### src/rtl/uart_cmd_parser.sv
// ============================================================================
// Module   : uart_cmd_parser
// Brief    : Turns ASCII "W/R dev reg [dat] <CR|LF>" lines into one-cycle
//            command writes for the UART-to-IIC bridge command FIFO.
//            Define UART_CMD_TIMEOUT_EN to add an inter-byte timeout.
// Revision : 1.0  initial release
// ============================================================================
`default_nettype none

module uart_cmd_parser #(
   parameter int unsigned TIMEOUT_CYCLES = 32'd1000000
) (
   input  logic       CLK_I,
   input  logic       RSTN_I,
   input  logic [7:0] RX_DATA_I,
   input  logic       RX_VALID_I,
   output logic       WR_EN_O,
   output logic [6:0] WR_DEV_ADDR_O,
   output logic       WR_WRRD_O,
   output logic [7:0] WR_REG_ADDR_O,
   output logic [7:0] WR_REG_DATA_O,
   output logic       ERR_O
);

   typedef enum logic [3:0] {
      S_IDLE  = 4'd0,
      S_DEV_H = 4'd1,
      S_DEV_L = 4'd2,
      S_REG_H = 4'd3,
      S_REG_L = 4'd4,
      S_DAT_H = 4'd5,
      S_DAT_L = 4'd6,
      S_TERM  = 4'd7
   } state_t;

   state_t     r_state;
   state_t     w_state_nxt;
   state_t     w_digit_nxt;

   logic       r_op_rd;
   logic [7:0] r_dev;
   logic [7:0] r_reg;
   logic [7:0] r_dat;

   logic       w_is_space;
   logic       w_is_term;
   logic       w_is_wr;
   logic       w_is_rd;
   logic       w_is_hex;
   logic [3:0] w_nib;

   logic       w_start;
   logic       w_accept;
   logic       w_fire;
   logic       w_fail;
   logic       w_expire;

   if (TIMEOUT_CYCLES < 2) begin : g_bad_timeout
      $error("uart_cmd_parser: TIMEOUT_CYCLES must be at least 2");
   end

   // ------------------------------------------------------------------------
   // Byte classification
   // ------------------------------------------------------------------------
   always_comb begin
      w_is_space = (RX_DATA_I == 8'h20);
      w_is_term  = (RX_DATA_I == 8'h0D) || (RX_DATA_I == 8'h0A);
      w_is_wr    = (RX_DATA_I == 8'h57) || (RX_DATA_I == 8'h77);
      w_is_rd    = (RX_DATA_I == 8'h52) || (RX_DATA_I == 8'h72);
      w_is_hex   = ((RX_DATA_I >= 8'h30) && (RX_DATA_I <= 8'h39)) ||
                   ((RX_DATA_I >= 8'h41) && (RX_DATA_I <= 8'h46)) ||
                   ((RX_DATA_I >= 8'h61) && (RX_DATA_I <= 8'h66));
      // Bit 6 separates letters (both cases) from decimal digits.
      w_nib      = RX_DATA_I[6] ? (RX_DATA_I[3:0] + 4'd9) : RX_DATA_I[3:0];
   end

   // ------------------------------------------------------------------------
   // Inter-byte timeout
   // ------------------------------------------------------------------------
`ifdef UART_CMD_TIMEOUT_EN
   localparam logic [31:0] c_timeout_last = 32'(TIMEOUT_CYCLES - 32'd1);

   logic [31:0] r_idle_cnt;

   assign w_expire = (r_state != S_IDLE) && !RX_VALID_I &&
                     (r_idle_cnt == c_timeout_last);

   always_ff @(posedge CLK_I or negedge RSTN_I) begin
      if (!RSTN_I) begin
         r_idle_cnt <= 32'd0;
      end else if ((r_state == S_IDLE) || RX_VALID_I || w_expire) begin
         r_idle_cnt <= 32'd0;
      end else begin
         r_idle_cnt <= r_idle_cnt + 32'd1;
      end
   end
`else
   assign w_expire = 1'b0;
`endif

   // ------------------------------------------------------------------------
   // FSM
   // ------------------------------------------------------------------------
   always_ff @(posedge CLK_I or negedge RSTN_I) begin
      if (!RSTN_I) begin
         r_state <= S_IDLE;
      end else begin
         r_state <= w_state_nxt;
      end
   end

   always_comb begin
      w_digit_nxt = S_TERM;
      case (r_state)
         S_DEV_H: w_digit_nxt = S_DEV_L;
         S_DEV_L: w_digit_nxt = S_REG_H;
         S_REG_H: w_digit_nxt = S_REG_L;
         S_REG_L: w_digit_nxt = r_op_rd ? S_TERM : S_DAT_H;
         S_DAT_H: w_digit_nxt = S_DAT_L;
         default: w_digit_nxt = S_TERM;
      endcase
   end

   always_comb begin
      w_state_nxt = r_state;
      w_start     = 1'b0;
      w_accept    = 1'b0;
      w_fire      = 1'b0;
      w_fail      = 1'b0;
      if (RX_VALID_I) begin
         case (r_state)
            S_IDLE: begin
               if (w_is_wr || w_is_rd) begin
                  w_start     = 1'b1;
                  w_state_nxt = S_DEV_H;
               end
            end
            S_TERM: begin
               if (w_is_term) begin
                  if (r_dev[7]) w_fail = 1'b1;
                  else          w_fire = 1'b1;
               end else if (!w_is_space) begin
                  w_fail = 1'b1;
               end
            end
            default: begin
               if (w_is_hex) begin
                  w_accept    = 1'b1;
                  w_state_nxt = w_digit_nxt;
               end else if (!w_is_space) begin
                  w_fail = 1'b1;
               end
            end
         endcase
      end else if (w_expire) begin
         w_fail = 1'b1;
      end
      if (w_fail || w_fire) begin
         w_state_nxt = S_IDLE;
      end
   end

   // ------------------------------------------------------------------------
   // Shadow fields and registered outputs
   // ------------------------------------------------------------------------
   always_ff @(posedge CLK_I or negedge RSTN_I) begin
      if (!RSTN_I) begin
         r_op_rd       <= 1'b0;
         r_dev         <= 8'h00;
         r_reg         <= 8'h00;
         r_dat         <= 8'h00;
         WR_EN_O       <= 1'b0;
         ERR_O         <= 1'b0;
         WR_DEV_ADDR_O <= 7'h00;
         WR_WRRD_O     <= 1'b0;
         WR_REG_ADDR_O <= 8'h00;
         WR_REG_DATA_O <= 8'h00;
      end else begin
         WR_EN_O <= w_fire;
         ERR_O   <= w_fail;
         if (w_start) begin
            r_op_rd <= w_is_rd;
            r_dev   <= 8'h00;
            r_reg   <= 8'h00;
            r_dat   <= 8'h00;
         end
         if (w_accept) begin
            case (r_state)
               S_DEV_H: r_dev[7:4] <= w_nib;
               S_DEV_L: r_dev[3:0] <= w_nib;
               S_REG_H: r_reg[7:4] <= w_nib;
               S_REG_L: r_reg[3:0] <= w_nib;
               S_DAT_H: r_dat[7:4] <= w_nib;
               S_DAT_L: r_dat[3:0] <= w_nib;
               default: ;
            endcase
         end
         // Outputs only move on a completed command, never on partial parses.
         if (w_fire) begin
            WR_DEV_ADDR_O <= r_dev[6:0];
            WR_WRRD_O     <= r_op_rd;
            WR_REG_ADDR_O <= r_reg;
            WR_REG_DATA_O <= r_op_rd ? 8'h00 : r_dat;
         end
      end
   end

endmodule

`default_nettype wire

### config.mk
export PLATFORM = sky130hd
export DESIGN_NAME = uart_cmd_parser
export DESIGN_NICKNAME = d
export VERILOG_FILES = /design/src/rtl/uart_cmd_parser.sv
export SDC_FILE = /design/constraint.sdc
export NUM_CORES = 1
export LEC_CHECK = 0
export ABC_AREA = 1
export BUFFER_PORTS_ARGS = -buffer_cell sky130_fd_sc_hd__buf_4
export CAP_MARGIN = 5
export CORE_UTILIZATION = 49
export DETAILED_ROUTE_END_ITERATION = 6
export GPL_TIMING_DRIVEN = 0
export PLACE_DENSITY = 0.73
export SLEW_MARGIN = 20
export SYNTH_ARGS = -nofsm -noshare
export SYNTH_HDL_FRONTEND = slang
export SYNTH_SLANG_ARGS = --single-unit
### constraint.sdc
create_clock -name CLK_I -period 1.44 [get_ports CLK_I]
set_input_delay 0.216 -clock CLK_I [delete_from_list [all_inputs] [get_ports CLK_I]]
set_output_delay 0.216 -clock CLK_I [all_outputs]
set_load 0.02 [all_outputs]
== Yosys cells after proc, flatten, opt, wreduce, memory -nomap -nowiden ==
Index checks and enable logic that the tools add are counted.

* Flip-flop bits (word level): 55

* $lt $le $gt $ge: 6
* Muxes and demuxes: 37
* Add/subtract/negate cells: 1
* Reductions and logical operators: 15
* Equal/unequal tests: 16

{| class="wikitable"
|+ Operators with widths
! kind !! number
|-
| two-way mux 8 bit || 7
|-
| two-way mux 4 bit || 11
|-
| == test 8 x 7 -> 1 bit (second input constant) || 4
|-
| == test 4 x 3 -> 1 bit (second input constant) || 4
|-
| == test 8 x 4 -> 1 bit (second input constant) || 2
|-
| >= comparator 8 x 7 -> 1 bit (second input constant) || 2
|-
| less-or-equal comparator 8 x 7 -> 1 bit (second input constant) || 2
|-
| two-way mux 1 bit || 15
|-
| case mux 3 bit (5 select lines) || 1
|-
| == test 4 x 2 -> 1 bit (second input constant) || 2
|-
| == test 8 x 6 -> 1 bit (second input constant) || 1
|-
| >= comparator 8 x 6 -> 1 bit (second input constant) || 1
|-
| less-or-equal comparator 8 x 6 -> 1 bit (second input constant) || 1
|-
| case mux 4 bit (2 select lines) || 1
|-
| logical OR 1 bit || 7
|-
| adder 4 bit (second input constant) || 1
|-
| == test 4 x 1 -> 1 bit (second input constant) || 1
|-
| zero test 4 bit || 1
|-
| AND reduction 4 bit || 1
|-
| logical AND 1 bit || 3
|-
| != test 3 bit (second input constant) || 1
|-
| nonzero test 3 bit || 1
|-
| two-way mux 2 bit || 1
|-
| != test 2 bit (second input constant) || 1
|-
| other kinds (3) || 3
|}

== Depth between registers and ports, before layout ==
* Depth after elaboration: 10
* Mapped depth: 14
* Mapped depth without buffers: 14

== Least setup slack after synthesis ==
Ideal clock, no wire load.

* Path type: flip-flop to flip-flop
* Start point: register r_state[2]
* End point: register WR_DEV_ADDR_O[0]
* Period minus slack after synthesis: 1430 ps
* Setup slack: 10 ps
* Cell stages (with the launch flop): 8
* Data arrival time: 1312 ps
* Data required time: 1322 ps
* Path through: dfrtp_1 buf_2 nand3_1 nor3_2 inv_2 buf_6 nand2_1 o21ai_2

* Cells in the longest elaborated chain, start to end: 3

{| class="wikitable"
|+ RTL lines
! item !! RTL line !! text
|-
| from (decl) || 36 || <nowiki>state_t r_state;</nowiki>
|-
| from (signal assigned) || 108 || <nowiki>r_state <= w_state_nxt;</nowiki>
|-
| == test 4 x 3 -> 1 bit || 131 || <nowiki>case (r_state)</nowiki>
|-
| two-way mux 1 bit || 131 ||
|-
| two-way mux 1 bit || 130 || <nowiki>if (RX_VALID_I) begin</nowiki>
|-
| to (signal assigned) || 200 || <nowiki>WR_DEV_ADDR_O <= r_dev[6:0];</nowiki>
|-
| to (decl) || 18 || <nowiki>output logic [6:0] WR_DEV_ADDR_O,</nowiki>
|}

No other way between the ends.
A chain may end at the register's enable or synchronous reset.

== Worst setup path after layout ==
* Start point: register r_state[1]
* End point: register r_state[2]

* Cells in the longest elaborated chain, start to end: 6

{| class="wikitable"
|+ RTL lines
! item !! RTL line !! text
|-
| == test 4 x 3 -> 1 bit (tied with other cells) || 114 || <nowiki>case (r_state)</nowiki>
|-
| case mux 3 bit (5 select lines) (tied with other cells) || 114 ||
|-
| two-way mux 4 bit or two-way mux 1 bit (tied branches) || 147, 130 ||
|-
| case mux 4 bit (2 select lines) or logical OR 1 bit (tied branches) || 131, 158 ||
|-
| two-way mux 4 bit (tied with other cells) || 130 ||
|-
| two-way mux 4 bit or AND reduction 4 bit (tied branches) || -- ||
|}

Several ways; a longest one is shown, not always the timed one. The select of a mux whose other input is x is not followed.

==> results.cfg <==
[finish]
stdcell_area_um2 = 3720
final_nets = 375
diodes = 0
layout-drive-gt1-share = 0.497
fin_util = 0.724
synthToLayoutAreaGrowth_pct = 41.0

[setup_path]
rrSetupSlack_ps = -120
cp.arrival_ps = 1760
cp_max_fo = 6
cp.buffers_inverters = 4
crit_chain = buf_6 -> buf_4 -> nand3_4 -> nor3_4 -> buf_6 -> inv_8 -> nand3_2 -> nand2_2 -> nand2_1 -> nand2_1
path_delay_family = simple AND/OR/NAND/NOR gates
start_kind = flop
slowest_delay_ps = 430
critical_path_required_ps = 1640
end_kind = flop
r2r_cells = 10
path_class = reg2reg
reg2reg_to = r_state[2]$_DFFE_PN0P_
cpMaxStageDelayCell = dfrtp_2
crit_path_start = r_state[1]$_DFFE_PN0P_
r2r_start = r_state[1]$_DFFE_PN0P_

[min_path]
hold_end = r_state[1]$_DFFE_PN0P_
hp-start = RX_VALID_I
whs_path_depth = 3
min_path_type = in2reg

[yosys]
syn_avg_cell_area_um2 = 9.05
ys.flop_type = dfrtp_1
synth_nets = 308
ys_seq_area_frac = 0.512
ys_ff_latch = 54
yosysMostFrequentCell = nand2_1
yosys-top-cells-count = 67 x nand2_1, 54 x dfrtp_1, 40 x inv_1
syn_inst = 292
yosys.area.top_type = dfrtp_1
synth_cell_type_count = 30
syn-cell-area_um2 = 2640
synth-edff-count = 0
synth_top_cell_area_share = 0.512
ys_warn_count = 0
synthTopCellsByArea = dfrtp_1 51%, nand2_1 9.5%, inv_1 5.7%, o21ai_2 5.6%, o22ai_1 4.7%
synth-async-reset-ratio = 1.00

[global_routing]
grt_pass1_wl_um = 8000
antenna_found_initial = 0
grt_max_degree = 55
grt_pass1_vias = 1714
track_usage = 0.190
met3_usage = 0.0317
top_usage_layer = met2
grtUsageMet2 = 0.312
gr-usage-met1 = 0.265
overflow = 0

[run_status]
outcome = complete, but fails checks
failed_checks = negative setup slack

[sta]
skew_ps = 10.2
period_share = 1.09
hold_violations = 0
holdWs_ps = 216
postLayoutSetupSlackWorst_ps = -123
grt_setup_unrepaired = true
finalCriticalPeriod_ps = 1560
slew_violations = 0
slew_headroom = 0.425
tightestPinTransition_ps = 859
setup_viol = 36
fmaxAchievable_mhz = 640

[placement]
dpl.hpwl_um = 3570
place_area_um2 = 2980
place.gp.congestion = 0.946
io_buffers = 34
preCtsSetupSlack_ps = -362

[cts]
cts_root_buffer = clkbuf_8
clkSlewWorstSetupHoldPaths_ps = 90
cts-buffers-inserted = 5
worstSkewPairLatency_ps = 300
cts_num_sinks = 54
cts_tree = done
htreeDepth = 2
clk_path_buf_depth = 2

[die]
core_um2 = 5140
fp-row-count = 26
io_pins = 37
fp.dieH_um = 75.4
die_area_um2 = 5690
start_util = 0.514
dieWidth_um = 75.4

[power]
cellPowerDensity_nw_per_um2 = 1180
finalPower_mw = 4.40
p_leak_nw = 1.88
ir_drop_mv = 0.541

[routing]
first_iter_violations = 105
drc = 0
wl_per_cell_um = 14.1
antenna_left = 0
dr.pass1.iters = 4
routed_wl_um = 6080
routed_via_density = 5.11
vias = 2197

[job]
maxCapViolations = 0
-- power breakdown --
part	leakage [nW]	total, mW	switching (mW)	internal [mW]
clock	0.0472	0.865	0.477	0.387
sequential	0.681	1.90	0.111	1.79
combinational	1.15	1.64	0.961	0.675
-- per-layer routing --
layer	wire length, um	vias to the layer above
li1	-	1084
met1	2660	1038
met2	3040	60
met3	224	15
met4	154	0
met5	0	-
-- repair_timing --
item	in CTS	in global routing
cloned	1	4
gates resized for setup	18	88
buffers inserted	9	12
hold endpoints to repair	54	0
setup endpoints to repair	50	52
hold buffers	1	0
pin swaps	6	14
-- worst min-delay path: stages --
cell and delay (ps):
buf_4 150, nand4_1 70, nand2_1 50
-- cell families after synthesis --
logic type               after synthesis  synth area share
AO/OA/AOI/OAI                         53             0.137
XOR/XNOR                               3           0.00995
adder cells (fa/ha/maj)                5            0.0237
buffers and inverters                 53            0.0895
flip-flops                            54             0.512
AND/OR/NAND/NOR                      124             0.228
-- worst max-delay path by stage --
stage,endpoint,slack (ps),cells after the start
3_3_place_gp,WR_WRRD_O$_DFFE_PN0P_,-300,10
5_1_grt,r_state[2]$_DFFE_PN0P_,-190,10
4_1_cts,r_dat[6]$_DFF_PN0_,-6,9
2_1_floorplan,WR_DEV_ADDR_O[0]$_DFFE_PN0P_,10,7
6_report,r_state[2]$_DFFE_PN0P_,-120,10
3_5_place_dp,WR_WRRD_O$_DFFE_PN0P_,-360,10
-- cells in the final DEF (no fill, tap or decap), types with 6 or more instances in the layout --
cell,Yosys,routed
nor2_1,16,13
nand2_4,1,6
inv_1,40,35
nand3_1,13,8
inv_2,5,9
buf_6,4,13
clkbuf_8,0,6
dfrtp_1,54,52
o21ai_2,17,19
o22ai_2,0,16
buf_4,1,47
nand2_1,67,46
nand2_2,8,21
-- per-stage QoR --
step,TNS (ps),cells
after CTS,-17.3,414
after floorplan,0,292
after global routing,-6150,430
after global placement,-11010,396
after detailed placement,-11810,396
final,-2840,430
-- cell type report --
cell class | instances | area, um^2
clock buffer | 6 | 82.6
fill | 396 | 1420
inverter | 45 | 176
tap | 70 | 87.6
buffer | 7 | 98.8
sequential | 54 | 1350
timing repair buffer | 59 | 500
clock inverter | 2 | 12.5
timing repair inverter | 1 | 6.26
multi-input combinational | 186 | 1410
Power figures use the tool's default switching activity.
